File: config.mk
export PLATFORM = sky130hd
export DESIGN_NAME = spio_sched
export DESIGN_NICKNAME = d
export VERILOG_FILES = /design/src/rtl/spio_sched.sv
export SDC_FILE = /design/constraint.sdc
export NUM_CORES = 1
export LEC_CHECK = 0
export ABC_AREA = 1
export CAP_MARGIN = 20
export CORE_ASPECT_RATIO = 0.75
export CORE_UTILIZATION = 47
export CTS_BUF_LIST = sky130_fd_sc_hd__clkbuf_8 sky130_fd_sc_hd__clkbuf_16
export DETAILED_ROUTE_END_ITERATION = 6
export PLACE_DENSITY = 0.75
export SYNTH_ARGS = -nofsm -noshare
export SYNTH_HDL_FRONTEND = slang
export SYNTH_SLANG_ARGS = --single-unit
File: constraint.sdc
create_clock -name i_clk -period 1.7 [get_ports i_clk]
set_clock_uncertainty 0.1 [all_clocks]
set_input_delay 0.17 -clock i_clk [delete_from_list [all_inputs] [get_ports i_clk]]
set_output_delay 0.17 -clock i_clk [all_outputs]
set_load 0.02 [all_outputs]
File: src/rtl/spio_sched.sv
// spio_sched: Wishbone-controlled LED / push-button sequencer.
//
// The buttons are synchronized and debounced. A press (stable 0->1) latches
// an event flag, and enabled flags drive a level interrupt. Each LED can be
// off, on, blinking at a programmable rate, or a copy of an external status
// bit.
//
// Build option:
//   SPIO_DEBOUNCE_EN  defined   : per-button debounce counters are present
//                     undefined : stable state is the synchronizer output
//
// Ports:
//   i_clk, i_reset_n          clock, asynchronous active-low reset
//   i_wb_cyc/stb/we/addr      Wishbone classic-pipelined request (cyc ignored)
//   i_wb_data, i_wb_sel       write data, byte enables
//   o_wb_stall                always 0
//   o_wb_ack, o_wb_data       registered ack / read data, one cycle after stb
//   i_btn                     raw button pins, 1 = pressed
//   i_led                     external status bit for pass-through mode
//   o_led                     LED drive, 1 = lit
//   o_int                     registered level interrupt
//
// Register map:
//   addr 0 CTRL   : [3:0] stable, [7:4] events (W1C, sel[0]),
//                   [11:8] enables (sel[1]), [15:12] o_led
//   addr 1 LEDCFG : byte k = LED k {mode[7:6], HP[5:0]}
//                   mode 00 off, 01 on, 10 blink, 11 pass-through

module spio_sched #(
    parameter int NLED     = 2,
    parameter int NBTN     = 2,
    parameter int CLK_DIV  = 50000,
    parameter int DEBOUNCE = 250000
) (
    input  logic            i_clk,
    input  logic            i_reset_n,
    input  logic            i_wb_cyc,
    input  logic            i_wb_stb,
    input  logic            i_wb_we,
    input  logic            i_wb_addr,
    input  logic [31:0]     i_wb_data,
    input  logic [3:0]      i_wb_sel,
    output logic            o_wb_stall,
    output logic            o_wb_ack,
    output logic [31:0]     o_wb_data,
    input  logic [NBTN-1:0] i_btn,
    input  logic            i_led,
    output logic [NLED-1:0] o_led,
    output logic            o_int
);

    localparam int PW = $clog2(CLK_DIV);

    logic            w_unused;
    logic            w_wr_ctrl;
    logic            w_wr_led;
    logic            w_tick;

    logic [NBTN-1:0] r_sync1;
    logic [NBTN-1:0] r_sync2;
    logic [NBTN-1:0] w_stable;
    logic [NBTN-1:0] r_stable_d;
    logic [NBTN-1:0] w_set;
    logic [NBTN-1:0] w_clr;
    logic [NBTN-1:0] r_event;
    logic [NBTN-1:0] r_en;
    logic            r_int;

    logic [PW-1:0]   r_presc;

    logic [7:0]      r_cfg       [NLED];
    logic [5:0]      r_bcnt      [NLED];
    logic [7:0]      w_cfg_nxt   [NLED];
    logic [5:0]      w_bcnt_nxt  [NLED];
    logic [NLED-1:0] r_phase;
    logic [NLED-1:0] w_phase_nxt;
    logic [NLED-1:0] r_led;
    logic [NLED-1:0] w_led_nxt;

    logic            r_ack;
    logic [31:0]     r_rdata;
    logic [31:0]     w_ctrl_rd;
    logic [31:0]     w_led_rd;

    // Cycle is not qualified, upper data bytes and sel lanes beyond NLED have
    // no destination.
    assign w_unused = &{1'b0, i_wb_cyc, i_wb_data, i_wb_sel, (DEBOUNCE != 0)};

    assign w_wr_ctrl = i_wb_stb & i_wb_we & ~i_wb_addr;
    assign w_wr_led  = i_wb_stb & i_wb_we &  i_wb_addr;

    // ------------------------------------------------------------ buttons
    always_ff @(posedge i_clk or negedge i_reset_n) begin
        if (!i_reset_n) begin
            r_sync1 <= '0;
            r_sync2 <= '0;
        end else begin
            r_sync1 <= i_btn;
            r_sync2 <= r_sync1;
        end
    end

`ifdef SPIO_DEBOUNCE_EN
    localparam int DW = $clog2(DEBOUNCE);

    logic [NBTN-1:0] r_stable;
    logic [DW-1:0]   r_db_cnt [NBTN];

    // The counter only runs while the synchronized pin disagrees with the
    // stable value, so any agreement restarts the qualification window.
    always_ff @(posedge i_clk or negedge i_reset_n) begin
        if (!i_reset_n) begin
            r_stable <= '0;
            for (int k = 0; k < NBTN; k++) r_db_cnt[k] <= '0;
        end else begin
            for (int k = 0; k < NBTN; k++) begin
                if (r_sync2[k] == r_stable[k]) begin
                    r_db_cnt[k] <= '0;
                end else if (r_db_cnt[k] == DW'(DEBOUNCE - 1)) begin
                    r_stable[k] <= r_sync2[k];
                    r_db_cnt[k] <= '0;
                end else begin
                    r_db_cnt[k] <= r_db_cnt[k] + 1'b1;
                end
            end
        end
    end

    assign w_stable = r_stable;
`else
    assign w_stable = r_sync2;
`endif

    // ------------------------------------------------------------ events
    assign w_set = w_stable & ~r_stable_d;
    assign w_clr = (w_wr_ctrl && i_wb_sel[0]) ? i_wb_data[4 +: NBTN] : '0;

    always_ff @(posedge i_clk or negedge i_reset_n) begin
        if (!i_reset_n) begin
            r_stable_d <= '0;
            r_event    <= '0;
            r_en       <= '0;
            r_int      <= 1'b0;
        end else begin
            r_stable_d <= w_stable;
            // Set is applied after clear so a coincident press wins.
            r_event    <= (r_event & ~w_clr) | w_set;
            if (w_wr_ctrl && i_wb_sel[1]) r_en <= i_wb_data[8 +: NBTN];
            r_int      <= |(r_event & r_en);
        end
    end

    // ------------------------------------------------------------ tick
    assign w_tick = (r_presc == PW'(CLK_DIV - 1));

    always_ff @(posedge i_clk or negedge i_reset_n) begin
        if (!i_reset_n)  r_presc <= '0;
        else if (w_tick) r_presc <= '0;
        else             r_presc <= r_presc + 1'b1;
    end

    // ------------------------------------------------------------ LEDs
    // The drive value is derived from the post-edge config and phase, so a
    // mode write is visible on o_led at the write edge itself.
    always_comb begin
        w_phase_nxt = r_phase;
        w_led_nxt   = '0;
        for (int k = 0; k < NLED; k++) begin
            w_cfg_nxt[k]  = r_cfg[k];
            w_bcnt_nxt[k] = r_bcnt[k];
            if (w_wr_led && i_wb_sel[k]) begin
                w_cfg_nxt[k]   = i_wb_data[8*k +: 8];
                w_bcnt_nxt[k]  = '0;
                w_phase_nxt[k] = 1'b0;
            end else if (r_cfg[k][7:6] == 2'b10) begin
                if (w_tick) begin
                    if (r_bcnt[k] == r_cfg[k][5:0]) begin
                        w_bcnt_nxt[k]  = '0;
                        w_phase_nxt[k] = ~r_phase[k];
                    end else begin
                        w_bcnt_nxt[k]  = r_bcnt[k] + 6'd1;
                    end
                end
            end else begin
                w_bcnt_nxt[k] = '0;
            end
            case (w_cfg_nxt[k][7:6])
                2'b00:   w_led_nxt[k] = 1'b0;
                2'b01:   w_led_nxt[k] = 1'b1;
                2'b10:   w_led_nxt[k] = w_phase_nxt[k];
                default: w_led_nxt[k] = i_led;
            endcase
        end
    end

    always_ff @(posedge i_clk or negedge i_reset_n) begin
        if (!i_reset_n) begin
            for (int k = 0; k < NLED; k++) begin
                r_cfg[k]  <= '0;
                r_bcnt[k] <= '0;
            end
            r_phase <= '0;
            r_led   <= '0;
        end else begin
            for (int k = 0; k < NLED; k++) begin
                r_cfg[k]  <= w_cfg_nxt[k];
                r_bcnt[k] <= w_bcnt_nxt[k];
            end
            r_phase <= w_phase_nxt;
            r_led   <= w_led_nxt;
        end
    end

    // ------------------------------------------------------------ bus
    always_comb begin
        w_ctrl_rd               = '0;
        w_ctrl_rd[0 +: NBTN]    = w_stable;
        w_ctrl_rd[4 +: NBTN]    = r_event;
        w_ctrl_rd[8 +: NBTN]    = r_en;
        w_ctrl_rd[12 +: NLED]   = r_led;
        w_led_rd                = '0;
        for (int k = 0; k < NLED; k++) w_led_rd[8*k +: 8] = r_cfg[k];
    end

    always_ff @(posedge i_clk or negedge i_reset_n) begin
        if (!i_reset_n) begin
            r_ack   <= 1'b0;
            r_rdata <= '0;
        end else begin
            r_ack <= i_wb_stb;
            if (i_wb_stb) r_rdata <= i_wb_addr ? w_led_rd : w_ctrl_rd;
        end
    end

    assign o_wb_stall = 1'b0;
    assign o_wb_ack   = r_ack;
    assign o_wb_data  = r_rdata;
    assign o_led      = r_led;
    assign o_int      = r_int;

endmodule

; Word-level counts from Yosys, hierarchy flattened
; Cells that the tools add are included.
[word_totals]
register_bits = 92
in_bits = 45
elab_cells = 73
[classes]
n_addsub = 3
n_eq_ne = 11
muxes = 23
bitwise = 12
reduce_logical = 7
[ops]
columns = cell, n
row1 = 2-to-1 mux 6 bit, 8
row2 = 2-to-1 mux 16 bit, 2
row3 = "adder 16 x 1 -> 16 bit, second input constant", 1
row4 = "equality test 16 bit, second input constant", 1
row5 = 2-to-1 mux 8 bit, 2
row6 = "adder 6 x 1 -> 6 bit, second input constant", 2
row7 = equality test 6 bit, 2
row8 = "equality test 2 bit, second input constant", 4
row9 = 2-to-1 mux 1 bit, 8
row10 = bitwise AND 2 bit, 3
row11 = "inequality test 3 bit, second input constant", 2
row12 = one-hot mux 1 bit (3 select lines), 2
row13 = "equality test 2 x 1 -> 1 bit, second input constant", 2
row14 = logical AND 1 bit, 4
row15 = zero test 2 bit, 2
row16 = NOT 2 bit, 2
row17 = bitwise AND 1 bit, 3
row18 = NOT 1 bit, 3
row19 = 2-to-1 mux 2 bit, 1
row20 = bitwise OR 2 bit, 1
row21 = OR reduction 2 bit, 1

; Logic depth before layout (Yosys ltp)
; Gate-level depths: netlist of the first run.
[logic_depth]
word_depth = 7
mapped_depth = 10

; Least setup slack after synthesis of the first run
; No wires, ideal clock.
[synth_path]
kind = reg-to-reg
from = register r_presc[0]
to = register r_phase[1]
arrival_ps = 1265
t_required_ps = 1480
path_slack_ps = 215
path_stages_with_launch = 8
synth_period_minus_slack_ps = 1485
cell_sequence = dfrtp_1 ha_1 nand3_2 nor2_2 nand2_2 nor2_2 nand3_1 and3_1
[synth_via]
elab_chain_len = 4
[synth_rtl]
columns = element, line_no
row1 = "start, declared", 69  ; logic [PW-1:0] r_presc;
row2 = "start signal, assigned", 159  ; else r_presc <= r_presc + 1'b1;
row3 = equality test 16 bit, 154  ; assign w_tick = (r_presc == PW'(CLK_DIV - 1));
row4 = 2-to-1 mux 1 bit, 176  ; if (w_tick) begin
row5 = 2-to-1 mux 1 bit, 175  ; end else if (r_cfg[k][7:6] == 2'b10) begin
row6 = 2-to-1 mux 1 bit, 171  ; if (w_wr_led && i_wb_sel[k]) begin
row7 = named net w_phase_nxt[1], 76  ; logic [NLED-1:0] w_phase_nxt;
row8 = "end signal, assigned", 209  ; r_phase <= w_phase_nxt;
row9 = "end, declared", 75  ; logic [NLED-1:0] r_phase;
; The timed path passes the listed nets, and every way through them passes these cells.
; A chain may end at the register's enable or synchronous reset.

; Worst setup path after layout of the first run
[layout_path]
from = register r_presc[0]
to = register r_bcnt[3] (netlist name)
[layout_via]
elab_chain_len = 2
[layout_rtl]
columns = element, line_no
row1 = equality test 16 bit, 154
row2 = inequality test 3 bit (no line), n/a
row3 = "end signal, assigned by index", 207  ; r_bcnt[k] <= w_bcnt_nxt[k];
row4 = "end, declared", 72  ; logic [5:0] r_bcnt [NLED];
; No other way between the ends.

==> metrics.txt, run 1 <==
Max VDD drop=0.5627 mV; Final WS setup=0.08344 ns; pre-CTS setup slack=-0.08016 ns; # nets final=558; Residual DRC=0; # diodes=0; r2r endpoint=r_bcnt[3]; critical path class=flop to flop; post-synthesis sequential area ratio=50.36%; Vias=2,998; Tmin final=1.617 ns; Leak=0.002202 uW; first-pass GRT wire length=13,100 um; worst r2r src=r_presc[0]; GP Congestion=0.8423; Max Clock Freq=618.6 MHz; Worst EP arrival=1.78 ns; core area=7567 um2; worst hold slack=0.1546 ns; Syn Inst Count=452; RSZ-0062 raised after global routing=yes; final setup vio count=0; worst-skew pair later-pin latency=0.35 ns; IO Pins=82; Starting Density=49.90%; mapped cell area=3776 um2; CTS tree=done; CP required=1.86 ns; antenna viol nets, final=0; H-tree depth=3; Area growth syn-to-layout=20.74%; Fin. Hold Viols=0; P per Cell Area=918.7 nW/um2; Setup TNS=0 ns; reg2reg setup slack=0.08 ns; cts bufs inserted=9; Iter 0 DRT Violations=157; unique cell type count in the Yosys netlist=37; die area=8400 um2; initial antenna violation count=0; Die X=105.5 um; synthesized flop and latch total=76; R2R cell count=7; Ys Warns=0; final worst-path cycle share=95.09%; num rows=27; DR WL/cell=12.68 um; Overflow after GRT=0; DR vias/cell=4.867; Detailed Place HPWL=5785 um; # fillers=652; CP startpoint=r_presc[0]; clock sinks=76; die height=79.63 um; Slew Limit Fails=0; Max FO, Critical Path=6; CP Capture Type=flop; WL final=7812 um; Clock Tree Buf Depth=2; Worst-path clk slew=0.08 ns; # port buffers=45; HP Class=primary input to flop; Worst Setup EP=r_bcnt[3]; status=complete, no violations; Synth Area per Inst=8.354 um2; total track usage=20.13%; CTS root buf=clkbuf_8; maximum number of pins on one net before global-route repair=49; share of cells above drive strength 1=11.65%; number of global-route vias before repair=2,757; Max Cap Violations=0; Startpoint Class=flop; DR pass1 iterations=4
==> Yosys cell counts <==
cell      count  area share (%)
a31oi_1       6            0.99
and3_1        2            0.33
inv_1        62             6.2
a21oi_2       1            0.23
o21ai_0      32             4.2
nand2_4       2            0.60
and2_0        1            0.17
o21a_1        1            0.20
nand3_1      22             2.9
xnor2_1       5             1.2
nand4_2       1            0.33
o21ai_1       2            0.27
o22ai_1       7             1.2
xor2_1       10             2.3
nor3_4        1            0.43
dfrtp_1      76              50
nor2_2       11             1.8
inv_2         4            0.40
nor2_4        1            0.30
nor2_1       41             4.1
o211ai_2      1            0.33
clkbuf_1      3            0.30
nor3_1        1            0.13
clkinv_1      1           0.099
nor3_2        3            0.80
nand3_2       4             1.1
nor4_1        3            0.50
a22o_1        1            0.23
nand2_2       2            0.33
buf_4        18             3.6
a21oi_1       7            0.93
o21bai_1      1            0.20
conb_1        1           0.099
nand2_1     105              10
ha_1          3            0.99
buf_2         4            0.53
nand4_1       6            0.99
==> registers in the layout, indices dropped and copies added, names as in the netlist, 12 cells and up <==
register and cells:
o_wb_data 16, r_cfg 16, r_presc 16, r_bcnt 12
==> critical path, cell delays in order (launching register included) <==
cell and delay [ns]:
dfrtp_1 0.44, ha_4 0.18, nand3_4 0.12, nor2_2 0.18, nand2_4 0.11, nor2_2 0.11
nand3_2 0.12, o22ai_1 0.16
==> stage by stage <==
stage / utilization [%] / total power (uW) / cell area (um2) / std cells
finish: 60.25 / 4189 / 4559 / 616
global route: 60.25 / 4411 / 4559 / 616
CTS: 59.90 / 4229 / 4533 / 615
detailed placement: 57.14 / 2880 / 4324 / 598
global placement: 57.14 / 2862 / 4324 / 598
floorplan: - / 2563 / 3836 / 468
==> what timing repair did <==
item,4_1_cts,5_1_grt
setup buffers,0,1
endpoints found under the setup margin,1,19
hold endpoints to repair,28,0
hold buffers,1,0
pin swaps,0,1
gates resized for setup,1,4
==> worst min-delay path by stage <==
stage          startpoint           end  slack [ns]  depth (start not counted)
5_1_grt          i_btn[0]    r_sync1[0]        0.15                          1
4_1_cts          i_btn[0]    r_sync1[0]        0.14                          1
6_report         i_btn[0]    r_sync1[0]        0.15                          1
2_1_floorplan   i_reset_n         o_int       -0.23                          0
3_5_place_dp    i_reset_n  o_wb_data[2]        0.02                          1
3_3_place_gp    i_reset_n  o_wb_data[2]        0.02                          1
==> where the power goes <==
| part | total (uW) | switching (uW) | internal [uW] | leakage, uW |
|---|---|---|---|---|
| Sequential | 2090 | 122 | 1970 | 0.000955 |
| Clock | 1340 | 669 | 672 | 0.000103 |
| Combinational | 756 | 439 | 317 | 0.00114 |
==> final cells by class <==
class,instances,area (um2),area share (%)
clock buffer,9,123.9,2.717
clock inverter,7,67.56,1.482
multi-input combinational,300,1541,33.81
sequential,76,1903,41.74
timing repair buffer,56,545.5,11.96
tap,101,126.4,2.772
inverter,67,251.5,5.516
==> placed cells by master, fill, tap and decap left out, types with 4 or more instances in the layout <==
cell             Yosys  routed
clkinv_2             0       4
inv_1               62      62
nor2_2              11      11
buf_4               18      10
xnor2_1              5       5
a31oi_1              6       6
nor2_1              41      41
clkdlybuf4s50_1      0      44
xor2_1              10      10
inv_2                4       4
a21oi_1              7       7
o22ai_1              7       7
nand3_1             22      22
nand2_1            105     105
dfrtp_1             76      75
o21ai_0             32      32
clkbuf_8             0       9
conb_1               1      17
nand4_1              6       6
==> layer usage <==
layer,vias to the layer above,GRT usage (%),routed length [um]
met3,6,4.980,312
li1,1514,-,-
met5,-,0,0
met4,0,5.694,51
met2,64,30.53,3394
met1,1414,28.75,4053
==> kinds of logic after synthesis <==
logic type	after synthesis	share of synthesized area [%]
compound gates	59	8.781
fa+ha+maj	3	0.9941
other cells	1	0.09931
xor+xnor	15	3.479
simple gates	206	25.22
buf+inv	92	11.07
flops	76	50.36
Power figures use the tool's default switching activity.
==> inputs of run 2 (changes only) <==
--- a/config.mk
+++ b/config.mk
@@ -8,6 +8,7 @@
 export ABC_AREA = 1
 export CAP_MARGIN = 20
 export CORE_ASPECT_RATIO = 0.75
+export CORE_MARGIN = 3
 export CORE_UTILIZATION = 47
 export CTS_BUF_LIST = sky130_fd_sc_hd__clkbuf_8 sky130_fd_sc_hd__clkbuf_16
 export DETAILED_ROUTE_END_ITERATION = 6
==> run 2 against run 1 <==
Net effect:
- global-route usage down 1.4 points
- count of clock-buffer cells in the layout grew 4
- hold slack got worse by 0.00099 ns
- sequential power about the same
- via count rose by 0.60%
- fmax down 0.70%
- setup slack worse by 0.011 ns
- register-to-register slack is essentially flat
- final cell count up 1.1%
- critical path depth down 6
- combinational power increased by 2%
- critical endpoint is now o_led[0]
==> metrics.txt, run 2 (synthesis results as in run 1) <==
most frequent cells in the layout=105 x nand2_1, 76 x dfrtp_1, 63 x inv_1, 44 x clkdlybuf4s50_1, 39 x nor2_1; Residual DRC=0 (unchanged); share of cells above drive strength 1=12.84% (+1.2 points); R2R cell count=8 (+1); first-pass GRT wire length=13,630 um (+4.1%); most common library cell in the layout ignoring fill and taps=nand2_1; total power draw=4168 uW (-0.49%); Iter 0 DRT Violations=172 (+9.6%); Detailed Place HPWL=6088 um (+5.2%); DR pass1 iterations=4 (unchanged); Worst-path clk slew=0.08 ns (about the same); Tmin final=1.628 ns (+0.01135 ns); DR WL/cell=13.09 um (+3.2%); final worst-path cycle share=95.76% (+0.67 points); GP Congestion=0.8609 (+2.2%); Final WS setup=0.07208 ns (-0.01135 ns); critical path class=flop to output port; Die X=109.5 um (+3.8%); Starting Density=49.90% (unchanged); Vias=3,016 (+0.60%); Leak=0.002243 uW (+1.8%); Startpoint Class=flop; H-tree depth=3 (unchanged); number of global-route vias before repair=2,877 (+4.4%); cts bufs inserted=9 (unchanged); DR vias/cell=4.841 (-0.53%); reg2reg setup slack=0.08 ns (about the same); # port buffers=45 (unchanged); Max FO, Critical Path=2 (-4); CP Capture Type=output port; CP required=1.43 ns (-0.43 ns); r2r endpoint=r_presc[14]; CP cell instances=clkdlybuf4s50_1; Max Clock Freq=614.3 MHz (-0.70%); DP Cell Count=604 (+1.0%); Slew @ Worst Pin=0.5020 ns; final cell count without fillers=623 (+1.1%); status=complete, no violations; initial antenna violation count=0 (unchanged); Slew HR=66.23%; clock sinks=76 (unchanged); Slowest cell on crit path=clkdlybuf4s50_1; worst-skew pair later-pin latency=0.35 ns (about the same); # diodes=0 (unchanged); antenna viol nets, final=0 (unchanged); Fin. Hold Viols=0 (unchanged); Area growth syn-to-layout=22.47%; CP peak stage delay=0.62 ns (+0.18 ns); Slew Limit Fails=0 (unchanged); worst r2r src=r_presc[0]; hold worst-path end=r_sync1[0]; worst hold slack=0.1536 ns (-0.0009870 ns); die area=9157 um2 (+9.0%); Clock Tree Buf Depth=2 (unchanged); # nets final=566 (+1.4%); CTS tree=done; HP Class=primary input to flop; # fillers=671 (+2.9%); Crit path max-delay family=buffers and inverters; total track usage=18.73% (-1.4 points); critical path buffer and inverter count=1 (+1); Hold Crit Start=i_btn[0]; final setup vio count=0 (unchanged); Max VDD drop=0.5615 mV (-0.22%); core area=7567 um2 (unchanged); P per Cell Area=901.3 nW/um2 (-1.9%); cell depth of the worst setup path=1 (-6); WL final=8156 um (+4.4%); Overflow after GRT=0 (unchanged); Worst EP arrival=1.36 ns (-0.42 ns); maximum number of pins on one net before global-route repair=31 (-37%); IO Pins=82 (unchanged); cell count of the worst hold path=1 (unchanged); Max Cap Violations=0 (unchanged); die height=83.63 um (+5.0%); pre-CTS setup slack=-0.06403 ns (+0.01613 ns); num rows=27 (unchanged); CTS root buf=clkbuf_8
[run 2: changes by cell type in the layout (fill, tap and decap cells not counted), sizes merged]
cell / before / now
buf: 11 / 19
bufinv: 1 / 0
clkbuf: 9 / 13
clkinv: 7 / 2
inv: 66 / 67
[run 2: through the flow]
| stage | util, % | TNS, ns | area, um2 |
|---|---|---|---|
| 6_report | 61.11 | 0 | 4624 |
| 3_3_place_gp | 57.74 | -0.008461 | 4369 |
| 5_1_grt | 61.11 | -0.01881 | 4624 |
| 3_5_place_dp | 57.74 | -0.2594 | 4369 |
| 4_1_cts | 60.45 | 0 | 4574 |
| 2_1_floorplan | - | 0 | 3836 |
[run 2: worst max path at each step]
| stage | slack [ns] | endpoint | start |
|---|---|---|---|
| after floorplan | 0.22 | r_phase[1] | r_presc[0] |
| after global placement | -0.008 | o_led[0] | i_wb_addr |
| after detailed placement | -0.06 | o_led[0] | i_wb_addr |
| after CTS | 0.003 | r_phase[0] | r_presc[0] |
| after global routing | -0.01 | r_presc[14] | r_presc[0] |
| final | 0.07 | o_led[0] | o_led[0] |
[run 2: what timing repair did]
item	in CTS	in global routing
endpoints found under the hold margin	63	0
hold buffers	1	0
setup buffers	0	3
resized for setup	1	6
pin swaps	0	2
setup endpoints to repair	1	16
[run 2: power by group]
group	leakage, uW	internal [uW]	switching (uW)
combinational	0.00118	328	441
clock	0.000103	675	625
sequential	0.000957	1970	129
total	0.00224	2970	1200
[run 2: final cells by class]
cell class              instances  area, um2  area share [%]
clock inverters                 2      8.758          0.1894
well taps                     101      126.4           2.733
repair buffers                 64      605.6           13.10
inverters                      67      251.5           5.438
clock buffers                  13      178.9           3.869
flip-flops and latches         76       1902           41.13
multi-input cells             300       1551           33.55
[run 2: metal layers]
layer  track usage (%)  up-vias  share of wire (%)
li1                  -     1520                  -
met1             25.97     1418                 47
met2             28.64       68                 46
met3             6.574       10                6.1
met4             3.398        0               0.90
met5                 0        -                  0
==> inputs of run 3 (changes only) <==
--- a/config.mk
+++ b/config.mk
@@ -9,10 +9,11 @@
 export CAP_MARGIN = 20
 export CORE_ASPECT_RATIO = 0.75
 export CORE_MARGIN = 3
-export CORE_UTILIZATION = 47
+export CORE_UTILIZATION = 53
 export CTS_BUF_LIST = sky130_fd_sc_hd__clkbuf_8 sky130_fd_sc_hd__clkbuf_16
 export DETAILED_ROUTE_END_ITERATION = 6
-export PLACE_DENSITY = 0.75
+export DONT_BUFFER_PORTS = 1
+export PLACE_DENSITY = 0.71
 export SYNTH_ARGS = -nofsm -noshare
 export SYNTH_HDL_FRONTEND = slang
 export SYNTH_SLANG_ARGS = --single-unit
==> constraint.sdc (replaced) <==
create_clock -name i_clk -period 1.4 [get_ports i_clk]
set_clock_uncertainty 0.1 [all_clocks]
set_input_delay 0.14 -clock i_clk [delete_from_list [all_inputs] [get_ports i_clk]]
set_output_delay 0.14 -clock i_clk [all_outputs]
set_load 0.02 [all_outputs]
==> run 3 against run 2 <==
Net effect:
- via count up 6.4%
- setup slack worse by 0.28 ns
- hold slack got worse by 0.79 ns
- the flow now finishes with violations (hold timing, setup timing)
- clock power up 21%
- highest routed layer unchanged
- sequential share of layout area is 2.5 points lower
- sequential power rose by 27%
- register-to-register slack got worse by 0.29 ns
==> metrics.txt, run 3 (synthesis results as in run 1) <==
pre-CTS setup slack=-0.1741 ns (-0.1101 ns); CTS root buf=clkbuf_8; die area=8184 um2 (-11%); RSZ-0062 raised after global routing=yes; core area=6600 um2 (-13%); DR WL/cell=14.15 um (+8.0%); Pint=3340 uW (+12%); CP Capture Type=flop; CTS tree=done; Leak=0.002367 uW (+5.6%); antenna viol nets, final=0 (unchanged); failing checks=hold timing, setup timing; Final WS setup=-0.2080 ns (-0.2801 ns); Setup TNS=-3.359 ns (-3.359 ns); Area growth syn-to-layout=30.68%; HP Class=primary input to async pin; number of global-route vias before repair=3,186 (+11%); Clock Tree Buf Depth=2 (unchanged); Iter 0 DRT Violations=140 (-19%); clock sinks=76 (unchanged); DR pass1 iterations=4 (unchanged); status=complete, but fails checks; Slew HR=46.84% (-19 points); switching power total=1557 uW (+30%); Slew Limit Fails=0 (unchanged); Met3 Routed Length=534 um (+6.6%); most common library cell in the layout ignoring fill and taps=nand2_1; Overflow after GRT=0 (unchanged); R2R cell count=9 (+1); WL final=9053 um (+11%); die height=79.10 um (-5.4%); first-pass GRT wire length=14,680 um (+7.7%); CP required=1.60 ns (+0.17 ns); Slew @ Worst Pin=0.7974 ns (+0.2954 ns); uppermost layer routed=met4; worst hold slack=-0.6380 ns (-0.7916 ns); Detailed Place HPWL=5835 um (-4.2%); # port buffers=0 (-100%); post-route met1 wirelength=4001 um (+4.5%); worst r2r src=r_presc[0]; r2r endpoint=r_bcnt[11]; GP Congestion=0.8768 (+1.8%); sequential power share=54.2% (+3.8 points); CTS Hold Bufs=28 (+27); final setup vio count=30 (+30); Clk pwr share=32.0% (+0.8 points); cts bufs inserted=9 (unchanged); critical path class=flop to flop; reg2reg setup slack=-0.21 ns (-0.29 ns); Startpoint Class=flop; P per Cell Area=992.4 nW/um2 (+10%); total power draw=4897 uW (+17%); # nets final=589 (+4.1%); share of cells above drive strength 1=25.82% (+13 points); combinational share of power=13.8% (-4.6 points); maximum number of pins on one net before global-route repair=77 (+150%); Die X=103.5 um (-5.5%); final worst-path cycle share=114.9%; IO Pins=82 (unchanged); Starting Density=57.21% (+7.3 points); routed wl met2=4434 um (+18%); worst-skew pair later-pin latency=0.36 ns (about the same); # diodes=0 (unchanged); switching share of power=31.79% (+3.1 points); Max Cap Violations=0 (unchanged); DR vias/cell=5.016 (+3.6%); Max VDD drop=0.6939 mV (+24%); Vias=3,210 (+6.4%); Residual DRC=0 (unchanged); most frequent cells in the layout=99 x nand2_1, 74 x dfrtp_1, 57 x inv_1, 53 x buf_4, 31 x o21ai_0; fin util=74.77% (+14 points); Worst-path clk slew=0.09 ns (about the same); total track usage=23.23% (+4.5 points); Tmin final=1.608 ns; Worst EP arrival=1.81 ns (+0.45 ns); num rows=25 (-7.4%); Fin. Hold Viols=92 (+92); Max Clock Freq=621.9 MHz; H-tree depth=3 (unchanged); Max FO, Critical Path=8 (+6); initial antenna violation count=0 (unchanged)
-- run 3: cell types whose count changed in the layout (fill, tap and decap cells not counted), sizes merged --
cell,delta
buf,+40
inv,+2
dlymetal6s4s,+2
clkdlybuf4s50,-44
clkinvlp,+4
clkbuf,-4
dlygate4sd3,+25
clkinv,-1
-- run 3: cell type report --
type / instances / area [um2]
clock buffers: 9 / 123.9
inverters: 67 / 254.0
multi-input cells: 300 / 1725
flip-flops and latches: 76 / 1904
repair buffers: 87 / 750.7
fillers: 460 / 1665
clock inverters: 7 / 58.81
well taps: 94 / 117.6
-- run 3: how the worst max path moves through the flow --
stage               start    endpoint  slack, ns  cells after the start
2_1_floorplan  r_presc[0]  r_phase[1]     -0.009                      7
3_3_place_gp   r_presc[0]   r_bcnt[3]      -0.10                      7
3_5_place_dp   r_presc[0]  r_phase[1]      -0.17                      7
4_1_cts        r_presc[0]  r_phase[1]      -0.15                      7
5_1_grt        r_presc[1]  r_bcnt[11]      -0.27                      9
6_report       r_presc[0]  r_bcnt[11]      -0.21                      9
-- run 3: metal layers --
layer,GRT usage [%],vias up
met4,6.598,0
met1,29.70,1545
met3,6.234,8
met2,38.61,86
li1,-,1571
met5,0,-
-- run 3: critical path, stage by stage, from the launching register on --
cell	delay (ns)
dfrtp_1	0.41
ha_4	0.16
nand3_4	0.14
nor2_4	0.17
nand2_4	0.11
nand2_4	0.12
nand2_1	0.08
nand2_1	0.08
nand4_1	0.10
inv_1	0.08
-- run 3: per-stage QoR --
step	cell area (um2)	std cells
finish	4935	640
global route	4935	640
CTS	4721	635
detailed placement	4183	587
global placement	4183	587
floorplan	3856	468
-- run 3: timing repair --
| item | in CTS | in global routing |
|---|---|---|
| gates resized for setup | 11 | 49 |
| pin swaps | 6 | 19 |
| setup endpoints to repair | 28 | 40 |
| buffers inserted | 4 | 6 |
| endpoints found under the hold margin | 117 | 92 |
| gates cloned | 0 | 0 |
-- run 3: power groups by stage --
stage	clock, uW	combinational [uW]	sequential (uW)
finish	1570	674	2660
global route	1720	762	2680
CTS	1610	617	2650
detailed placement	0	540	2690
global placement	0	515	2690
floorplan	0	466	2650
